File: config.mk
export PLATFORM = sky130hd
export DESIGN_NAME = mcu_spi_responder
export DESIGN_NICKNAME = d
export VERILOG_FILES = /design/src/rtl/mcu_spi_pkg.sv /design/src/rtl/mag_fifo.sv /design/src/rtl/mcu_spi_responder.sv
export SDC_FILE = /design/constraint.sdc
export NUM_CORES = 1
export LEC_CHECK = 0
export ABC_AREA = 0
export CAP_MARGIN = 30
export CORE_UTILIZATION = 61
export DETAILED_ROUTE_END_ITERATION = 8
export PLACE_DENSITY = 0.76
export SYNTH_ARGS = -nofsm -noshare
export SYNTH_HDL_FRONTEND = slang
export SYNTH_SLANG_ARGS = --single-unit
File: constraint.sdc
create_clock -name sys_clk -period 4.8 [get_ports sys_clk]
set_clock_uncertainty 0.2 [all_clocks]
set_input_delay 0.96 -clock sys_clk [delete_from_list [all_inputs] [get_ports sys_clk]]
set_output_delay 0.96 -clock sys_clk [all_outputs]
set_load 0.03 [all_outputs]
File: src/rtl/mcu_spi_pkg.sv
// Shared opcodes, frame geometry, FSM states and the STATUS word layout for the
// MCU-facing SPI responder that drains Goertzel magnitudes.
package mcu_spi_pkg;

   localparam int CMD_BITS   = 8;
   localparam int RESP_BITS  = 16;
   localparam int FRAME_BITS = CMD_BITS + RESP_BITS;

   localparam logic [7:0] CMD_POP    = 8'h01;
   localparam logic [7:0] CMD_PEEK   = 8'h02;
   localparam logic [7:0] CMD_STATUS = 8'h03;
   localparam logic [7:0] CMD_CLEAR  = 8'h04;

   localparam int ST_OVERRUN_BIT = 15;
   localparam int ST_EMPTY_BIT   = 14;
   localparam int ST_FULL_BIT    = 13;

   typedef enum logic [1:0] {
      IDLE,
      CMD,
      RESP,
      DONE
   } state_e;

   function automatic logic [RESP_BITS-1:0] status_word(input logic       ov,
                                                        input logic       empty,
                                                        input logic       full,
                                                        input logic [7:0] count);
      logic [RESP_BITS-1:0] w;
      w                 = {8'h00, count};
      w[ST_OVERRUN_BIT] = ov;
      w[ST_EMPTY_BIT]   = empty;
      w[ST_FULL_BIT]    = full;
      return w;
   endfunction

endpackage

File: src/rtl/mag_fifo.sv
// Single-clock FIFO for magnitude results; pointers carry one extra wrap bit so
// full and empty are told apart by the pointer difference alone.
module mag_fifo #(
   parameter int DEPTH  = 8,
   parameter int DATA_W = 16
) (
   input  logic                   clk_i,
   input  logic                   rst_i,
   input  logic                   push_i,
   input  logic [DATA_W-1:0]      push_data_i,
   input  logic                   pop_i,
   input  logic                   flush_i,
   output logic [DATA_W-1:0]      head_o,
   output logic [$clog2(DEPTH):0] count_o,
   output logic                   full_o,
   output logic                   empty_o
);

   localparam int AW = $clog2(DEPTH);

   logic [AW:0]       wr_ptr_q, wr_ptr_d;
   logic [AW:0]       rd_ptr_q, rd_ptr_d;
   logic [DATA_W-1:0] mem_q [DEPTH];
   logic              do_push;
   logic              do_pop;

   assign count_o = wr_ptr_q - rd_ptr_q;
   assign empty_o = (count_o == '0);
   assign full_o  = (count_o == (AW+1)'(DEPTH));
   assign head_o  = mem_q[rd_ptr_q[AW-1:0]];

   // A pop frees the slot a full-FIFO push writes into, so both may proceed.
   assign do_push = push_i & ~flush_i & (~full_o | pop_i);
   assign do_pop  = pop_i & ~flush_i & ~empty_o;

   always_comb begin
      wr_ptr_d = wr_ptr_q + (AW+1)'(do_push);
      rd_ptr_d = flush_i ? wr_ptr_q : rd_ptr_q + (AW+1)'(do_pop);
   end

   always_ff @(posedge clk_i or posedge rst_i) begin
      if (rst_i) begin
         wr_ptr_q <= '0;
         rd_ptr_q <= '0;
      end else begin
         wr_ptr_q <= wr_ptr_d;
         rd_ptr_q <= rd_ptr_d;
      end
   end

   // NOTE: storage has no reset; entries are only visible once written.
   always_ff @(posedge clk_i) begin
      if (do_push) begin
         mem_q[wr_ptr_q[AW-1:0]] <= push_data_i;
      end
   end

endmodule

File: src/rtl/mcu_spi_responder.sv
// Mode-0 SPI responder: synchronises the MCU pins into sys_clk, decodes an 8-bit
// command, shifts a 16-bit response and commits side effects on the 24th rise.
module mcu_spi_responder
   import mcu_spi_pkg::*;
#(
   parameter int DEPTH  = 8,
   parameter int DATA_W = 16
) (
   input  logic              sys_clk,
   input  logic              rst,
   input  logic              mag_valid,
   input  logic [DATA_W-1:0] mag_data,
   input  logic              spi_csn,
   input  logic              spi_sck,
   input  logic              spi_mosi,
   output logic              spi_miso,
   output logic              spi_miso_oe,
   output logic              irq,
   output logic              overrun
);

   localparam int CNT_W = $clog2(FRAME_BITS);

   // Pipe index 0 = first flop, 1 = synchronised value, 2 = edge-detect history.
   logic [2:0] csn_pipe_q, sck_pipe_q, mosi_pipe_q;
   logic       csn_fall, csn_rise, sck_rise, sck_fall, mosi_bit;

   state_e                state_q, state_d;
   logic [CNT_W-1:0]      bit_cnt_q, bit_cnt_d;
   logic [CMD_BITS-2:0]   cmd_sr_q, cmd_sr_d;
   logic [RESP_BITS-1:0]  resp_sr_q, resp_sr_d;
   logic [7:0]            cmd_q, cmd_d;
   logic                  pop_ok_q, pop_ok_d;
   logic                  miso_q, miso_d;
   logic                  oe_q;
   logic                  overrun_q, overrun_d;
   logic                  commit;
   logic [7:0]            cmd_word;
   logic [RESP_BITS-1:0]  resp_load;

   logic [DATA_W-1:0]      fifo_head;
   logic [$clog2(DEPTH):0] fifo_count;
   logic                   fifo_full, fifo_empty, fifo_pop, fifo_flush, ov_clear;

   always_ff @(posedge sys_clk or posedge rst) begin
      if (rst) begin
         csn_pipe_q  <= 3'b111;
         sck_pipe_q  <= 3'b000;
         mosi_pipe_q <= 3'b000;
      end else begin
         csn_pipe_q  <= {csn_pipe_q[1:0], spi_csn};
         sck_pipe_q  <= {sck_pipe_q[1:0], spi_sck};
         mosi_pipe_q <= {mosi_pipe_q[1:0], spi_mosi};
      end
   end

   assign csn_fall = csn_pipe_q[2] & ~csn_pipe_q[1];
   assign csn_rise = ~csn_pipe_q[2] & csn_pipe_q[1];
   assign sck_rise = ~sck_pipe_q[2] & sck_pipe_q[1];
   assign sck_fall = sck_pipe_q[2] & ~sck_pipe_q[1];
   assign mosi_bit = mosi_pipe_q[2];
   assign cmd_word = {cmd_sr_q, mosi_bit};

   always_comb begin
      resp_load = '0;
      case (cmd_word)
         CMD_POP, CMD_PEEK: resp_load = fifo_empty ? '0 : RESP_BITS'(fifo_head);
         CMD_STATUS:        resp_load = status_word(overrun_q, fifo_empty, fifo_full,
                                                    8'(fifo_count));
         default:           resp_load = '0;
      endcase
   end

   always_comb begin
      state_d   = state_q;
      bit_cnt_d = bit_cnt_q;
      cmd_sr_d  = cmd_sr_q;
      resp_sr_d = resp_sr_q;
      cmd_d     = cmd_q;
      pop_ok_d  = pop_ok_q;
      miso_d    = miso_q;
      commit    = 1'b0;
      if (csn_rise) begin
         state_d   = IDLE;
         bit_cnt_d = '0;
         miso_d    = 1'b0;
      end else begin
         case (state_q)
            IDLE: begin
               if (csn_fall) begin
                  state_d   = CMD;
                  bit_cnt_d = '0;
                  miso_d    = 1'b0;
               end
            end
            CMD: begin
               if (sck_rise) begin
                  cmd_sr_d  = {cmd_sr_q[CMD_BITS-3:0], mosi_bit};
                  bit_cnt_d = bit_cnt_q + 1'b1;
                  if (bit_cnt_q == CNT_W'(CMD_BITS - 1)) begin
                     cmd_d     = cmd_word;
                     // Latched so a POP that saw an empty FIFO never pops a later arrival.
                     pop_ok_d  = ~fifo_empty;
                     resp_sr_d = resp_load;
                     state_d   = RESP;
                  end
               end
            end
            RESP: begin
               if (sck_fall) begin
                  miso_d    = resp_sr_q[RESP_BITS-1];
                  resp_sr_d = {resp_sr_q[RESP_BITS-2:0], 1'b0};
               end else if (sck_rise) begin
                  bit_cnt_d = bit_cnt_q + 1'b1;
                  if (bit_cnt_q == CNT_W'(FRAME_BITS - 1)) begin
                     commit  = 1'b1;
                     state_d = DONE;
                     miso_d  = 1'b0;
                  end
               end
            end
            DONE:    miso_d = 1'b0;
            default: state_d = IDLE;
         endcase
      end
   end

   assign fifo_pop   = commit & (cmd_q == CMD_POP) & pop_ok_q;
   assign fifo_flush = commit & (cmd_q == CMD_CLEAR);
   assign ov_clear   = commit & ((cmd_q == CMD_STATUS) | (cmd_q == CMD_CLEAR));

   always_comb begin
      overrun_d = ov_clear ? 1'b0 : overrun_q;
      if (mag_valid & fifo_full & ~fifo_pop & ~fifo_flush) begin
         overrun_d = 1'b1;
      end
   end

   always_ff @(posedge sys_clk or posedge rst) begin
      if (rst) begin
         state_q   <= IDLE;
         bit_cnt_q <= '0;
         cmd_sr_q  <= '0;
         resp_sr_q <= '0;
         cmd_q     <= '0;
         pop_ok_q  <= 1'b0;
         miso_q    <= 1'b0;
         oe_q      <= 1'b0;
         overrun_q <= 1'b0;
      end else begin
         state_q   <= state_d;
         bit_cnt_q <= bit_cnt_d;
         cmd_sr_q  <= cmd_sr_d;
         resp_sr_q <= resp_sr_d;
         cmd_q     <= cmd_d;
         pop_ok_q  <= pop_ok_d;
         miso_q    <= miso_d;
         oe_q      <= ~csn_pipe_q[1];
         overrun_q <= overrun_d;
      end
   end

   mag_fifo #(
      .DEPTH  (DEPTH),
      .DATA_W (DATA_W)
   ) u_fifo (
      .clk_i       (sys_clk),
      .rst_i       (rst),
      .push_i      (mag_valid),
      .push_data_i (mag_data),
      .pop_i       (fifo_pop),
      .flush_i     (fifo_flush),
      .head_o      (fifo_head),
      .count_o     (fifo_count),
      .full_o      (fifo_full),
      .empty_o     (fifo_empty)
   );

   assign spi_miso    = miso_q;
   assign spi_miso_oe = oe_q;
   assign irq         = ~fifo_empty;
   assign overrun     = overrun_q;

endmodule

# Yosys cells after proc, flatten, opt, wreduce, memory -nomap -nowiden
# Memory sizes are Yosys's and may differ from the RTL's.
# Cells that the tools add are included.
classes:
  n_reduce_logical: 13
  addsub: 4
  n_bitwise: 26
  muxes: 35
  eq_ne: 23
op_table:
  columns: ["op", "n"]
  rows:
  - ["2-to-1 mux 16 bit", 4]
  - ["case mux 16 bit (2 select lines)", 2]
  - ["== test 8 x 2 -> 1 bit, second input constant", 3]
  - ["2-to-1 mux 5 bit", 4]
  - ["!= test 3 bit, second input constant", 6]
  - ["== test 8 x 1 -> 1 bit, second input constant", 2]
  - ["AND 1 bit", 15]
  - ["case mux 5 bit (3 select lines)", 1]
  - ["2-to-1 mux 1 bit", 14]
  - ["2-to-1 mux 2 bit", 7]
  - ["NOT 1 bit", 9]
  - ["adder 4 x 1 -> 4 bit", 2]
  - ["== test 8 x 3 -> 1 bit, second input constant", 1]
  - ["!= test 4 bit, second input constant", 2]
  - ["AND reduction 4 bit", 2]
  - ["nonzero test 4 bit", 2]
  - ["AND reduction 7 bit", 1]
  - ["!= test 2 bit, second input constant", 3]
  - ["case mux 2 bit (3 select lines)", 1]
  - ["AND reduction 3 bit", 2]
  - ["adder 5 x 1 -> 5 bit, second input constant", 1]
  - ["== test 5 x 3 -> 1 bit, second input constant", 1]
  - ["== test 5 bit, second input constant", 1]
  - ["AND reduction 5 bit", 1]
  - ["other kinds (11)", 14]
totals:
  mem_bits_rw: 128
  in_bits: 22
  mem_count: 1
  output_inout_bits: 4
  word_cells: 116
  register_bits: 59
mem_list:
  columns: ["memory", "words", "width", "rd", "rd_clocked_by_memory_dff", "wr", "line", "text"]
  rows:
  - ["u_fifo.mem_q", 8, 16, 1, 0, 1, "mag_fifo.sv:23", "logic [DATA_W-1:0] mem_q [DEPTH];"]

# Logic depth before layout (Yosys ltp)
depth:
  depth_word: 12
  mapped_depth: 12
  ltp_nobuf: 12

# Cells and area by module
# From an unflattened synthesis, not the netlist that was laid out.
unflattened:
  cells_unflattened: 526
  hier_area_um2: 7980.2
modules_own_cells:
  columns: ["mod", "seq_area_each_um2", "cells_per_inst", "area_each_um2", "instances"]
  rows:
  - ["mag_fifo", 4043.9, 283, 5411.4, 1]
  - ["mcu_spi_responder", 1280.0, 243, 2568.7, 1]

# Worst setup path before layout
# OpenSTA, ideal clock, no wires.
synth_path:
  path_kind: "reg2reg"
  from: "register u_fifo.rd_ptr_q[1]"
  to: "memory u_fifo.mem_q[1][0], enable pin"
  t_arrival_ns: 3.413
  slack_ns: 0.787
  period_less_slack_ns: 4.013
  path_stages_with_launch: 10
  path_cell_list: "dfrtp_1 -> clkbuf_1 -> clkbuf_1 -> clkinv_1 -> ha_1 -> nand3b_1 -> and3_1 -> or2_2 -> a31oi_4 -> nor4b_2"
synth_between:
  elab_chain_len: 7
synth_lines:
  columns: ["item", "line", "text"]
  rows:
  - ["start, declared", "mag_fifo.sv:22", "logic [AW:0] rd_ptr_q, rd_ptr_d;"]
  - ["start signal, assigned", "mag_fifo.sv:47", "rd_ptr_q <= rd_ptr_d;"]
  - ["subtractor 4 bit", "mag_fifo.sv:27", "assign count_o = wr_ptr_q - rd_ptr_q;"]
  - ["== test 4 bit", "mag_fifo.sv:29", "assign full_o = (count_o == (AW+1)'(DEPTH));"]
  - ["NOT 1 bit", "mag_fifo.sv:33", "assign do_push = push_i & ~flush_i & (~full_o | pop_i);"]
  - ["OR 1 bit", "mag_fifo.sv:33", null]
  - ["AND 1 bit", "mag_fifo.sv:33", null]
  - ["2-to-1 mux 1 bit", "mag_fifo.sv:53", "if (do_push) begin"]
  - ["2-to-1 mux 1 bit (implied by the code)", "mag_fifo.sv:54", "mem_q[wr_ptr_q[AW-1:0]] <= push_data_i;"]
  - ["end, declared", "mag_fifo.sv:23", null]
# No other way between the ends.

# Final worst setup path
layout_path:
  from: "register u_fifo.rd_ptr_q[2]"
  to: "output port irq"
layout_between:
  elab_chain_len: 3
layout_lines:
  columns: ["item", "line", "text"]
  rows:
  - ["subtractor 4 bit", "mag_fifo.sv:27", null]
  - ["zero test 4 bit", "mag_fifo.sv:28", "assign empty_o = (count_o == '0);"]
  - ["NOT 1 bit", "mcu_spi_responder.sv:181", "assign irq = ~fifo_empty;"]
  - ["end, declared", "mcu_spi_responder.sv:18", "output logic irq,"]
# No other way between the ends.

==> impl_results.md <==
* Seq pwr share at 48.0%
* Final core occ at 71.1%
* P&R area growth vs syn at 13.6%
* Worst R2R Setup Slack at 1430 ps
* Post-synthesis cell area at 7900 um2
* VDD IR max at 0.000419 V
* Port bufs at 25
* FF-to-FF End: u_fifo.mem_q[1][1]
* Clock Power Share at 31.7%
* Antenna violations before repair at 0
* #FFs+latches synth at 187
* Mapped Cells at 484
* Status: completed
* Deepest clock path buffer count at 2
* Overall Power at 4470 uW
* DR vias at 4,258
* Rel. slew slack at 38.7%
* Pwr dens at 498 nW/um2
* Total CTS buffers at 17
* Avg Vias per Cell at 6.03
* WL/cell at 20.3 um
* Htree depth at 4
* Distinct cells, synth at 59
* Gpl congestion at 0.803
* Worst skew pair latency at 430 ps
* Post-CTS setup buffers at 0
* Chip width at 116 um
* Post-cts sizing count at 0
* Full die area at 13,400 um2
* Final slew viol count at 0
* # fillers at 804
* N_diodes at 0
* Avg Inst Size Synth at 16.3 um2
* Post-synth top flop: edfxtp_1
* Core Box Area at 12,600 um2
* Share of cells above drive strength 1 at 20.0%
* Slew @ Worst Pin at 913 ps
* Post-DP HPWL at 8860 um
* CP max stage delay at 610 ps
* Clock tree from TritonCTS: built
* P_leak at 0.00331 uW
* Slowest-stage cell, CP: clkdlybuf4s50_1
* CP Capture Point: irq
* Io pins at 26
* FF-to-FF Start: csn_pipe_q[2]
* Clock sink total at 187
* First-pass GRT wire length at 22,800 um
* Cell Rows at 41
* Final Hold Fails at 0
* Worst EP required at 3640 ps
* R2R depth at 8
* Critical path arrival at 3060 ps
* Final Cycle Share at 88.0%
* Clk slew on worst S/H paths at 70 ps
* CP Cell Sequence: buf_4 > inv_2 > ha_1 > a21oi_1 > nand3_1 > a21oi_1 > inv_1 > clkdlybuf4s50_1
* Initial Util at 62.6%
* Period minus WS final at 4220 ps
* DRT Pass-1 Iters at 4
* Root Buffer: clkbuf_16
* Cell Int Power at 3200 uW
* Final WL at 14,300 um
* Combinational share of power at 20.3%
* Crit path capture type: output pin
* Final setup fails at 0
* Antenna viol nets, final at 0
* NetSw at 1270 uW
* Chip height at 116 um
* Initial DRC count at 347
* Post-synthesis sequential area ratio at 67.4%
* Dpl cells at 674
* Maximum clock rate at 237 MHz
* Max-cap violations at 0
* Largest net degree at the start of global routing at 38
* Congestion Overflow GR at 0
* Critical path startpoint category: register
* Setup TNS at 0 ps
* DRC at 0
* Synth top area cells: edfxtp_1, dfrtp_1, mux4_2
* NumNets Final at 557
* Cell taking the most area after synthesis: edfxtp_1
* Hold-fix buffers, CTS at 0
* Yosys top cell area share at 48.6%
* Crit path launch: u_fifo.rd_ptr_q[2]
* Min-Delay Path Class: register to register
* WS Path Type: register to output pin
* Post-Layout Cell Count at 706
* RSZ-0062 raised after global routing: no
* Crit-path max FO at 17
* Switch share at 28.4%
* Synthesized net count at 520
* CP dominant cell by count: a21oi_1
* Number of global-route vias before repair at 4,298
* Post-synth ARST share at 31.6%
* Warnings, synthesis at 0
* GRT Total Usage at 23.7%
* Final hold slack at 148 ps
* EDFF count, synth at 128
-- synthesized netlist by cell type (all sizes together) (5+ instances only) --
cell	n
clkbuf	12
nand3	10
a21oi	14
nand2	22
nand2b	5
inv	16
mux2i	12
mux2	16
or3	11
xor2	5
ha	13
edfxtp	128
dfrtp	56
and3	5
mux4	32
a21o	5
a2bb2oi	10
nor2	14
o21ai	24
and2	5
buf	8
-- power by group through the flow --
| stage | Clock, uW | Sequential (uW) | Combinational, uW |
|---|---|---|---|
| final | 1420 | 2150 | 907 |
| after global placement | 0 | 2160 | 873 |
| after global routing | 1500 | 2170 | 997 |
| after CTS | 1440 | 2150 | 911 |
| after floorplan | 0 | 2120 | 684 |
| after detailed placement | 0 | 2170 | 901 |
-- metrics by stage --
step           setup WS (ps)  instance area, um2
4_1_cts                  547                8970
3_5_place_dp            1070                8380
5_1_grt                  346                8970
6_report                 575                8970
2_1_floorplan            787                7900
3_3_place_gp            1140                8380
-- worst min path at each step --
| stage | startpoint | cells after the start | slack [ps] | endpoint |
|---|---|---|---|---|
| floorplan | mosi_pipe_q[0] | 0 | 130 | mosi_pipe_q[1] |
| CTS | sck_pipe_q[0] | 0 | 150 | sck_pipe_q[1] |
| global route | mosi_pipe_q[0] | 0 | 160 | mosi_pipe_q[1] |
| global placement | sck_pipe_q[0] | 0 | 140 | sck_pipe_q[1] |
| finish | sck_pipe_q[0] | 0 | 150 | sck_pipe_q[1] |
| detailed placement | sck_pipe_q[0] | 0 | 140 | sck_pipe_q[1] |
-- flip-flops by register name (all words and copies together), names as in the netlist, 4 cells and up --
signal	count
resp_sr_q	16
u_fifo.rd_ptr_q	4
cmd_q	8
bit_cnt_q	5
u_fifo.wr_ptr_q	4
u_fifo.mem_q	128
cmd_sr_q	7
-- cell families (layout without fill, tap and decap cells) --
logic type      Yosys count  count (layout)  share of synthesized area (%)
compound gates           73              73                           6.46
xor+xnor                  9               9                          0.997
fa+ha+maj                14              14                           2.31
buf+inv                  37              87                           2.04
flops                   187             187                           67.4
mux                      60              60                           12.9
simple gates            104             104                           7.90
-- layout make-up --
type | instances | area [um2] | share of cell area (%)
clock buffers | 19 | 433 | 4.82
inverters | 17 | 63.8 | 0.711
clock inverters | 13 | 164 | 1.83
flip-flops and latches | 187 | 5330 | 59.3
well taps | 172 | 215 | 2.40
multi-input cells | 260 | 2430 | 27.0
repair buffers | 38 | 348 | 3.88
-- critical path, delay by kind of cell (launching register included) --
family | cells | cell delay [ps]
AO/OA/AOI/OAI | 2 | 610
adder cells (fa/ha/maj) | 1 | 330
buffers and inverters | 4 | 1190
flip-flops | 1 | 360
AND/OR/NAND/NOR | 1 | 140
-- layer usage --
layer | global-route usage [%] | vias up | part of all wire [%]
met5 | 0 | - | 0
met4 | 8.46 | 0 | 1.2
met3 | 6.07 | 16 | 5.1
met2 | 38.7 | 106 | 50
met1 | 31.3 | 2179 | 44
li1 | - | 1957 | -
-- cell usage in the layout, fill, tap and decap left out, drive strengths merged, types with 4 or more instances in the layout --
| master | n |
|---|---|
| nor4 | 4 |
| a21oi | 14 |
| mux2 | 16 |
| and3 | 5 |
| a22o | 4 |
| or3 | 11 |
| nand3 | 10 |
| clkdlybuf4s50 | 25 |
| ha | 13 |
| dfrtp | 56 |
| mux2i | 12 |
| clkinv | 7 |
| xor2 | 5 |
| nor2 | 14 |
| a21o | 5 |
| o21ai | 24 |
| a2bb2oi | 10 |
| or4 | 4 |
| clkbuf | 19 |
| nor3 | 4 |
| edfxtp | 128 |
| and2 | 5 |
| xnor2 | 4 |
| nand2 | 22 |
| mux4 | 32 |
| nand2b | 5 |
| inv | 20 |
| buf | 13 |
(Power assumes the default switching activity.)
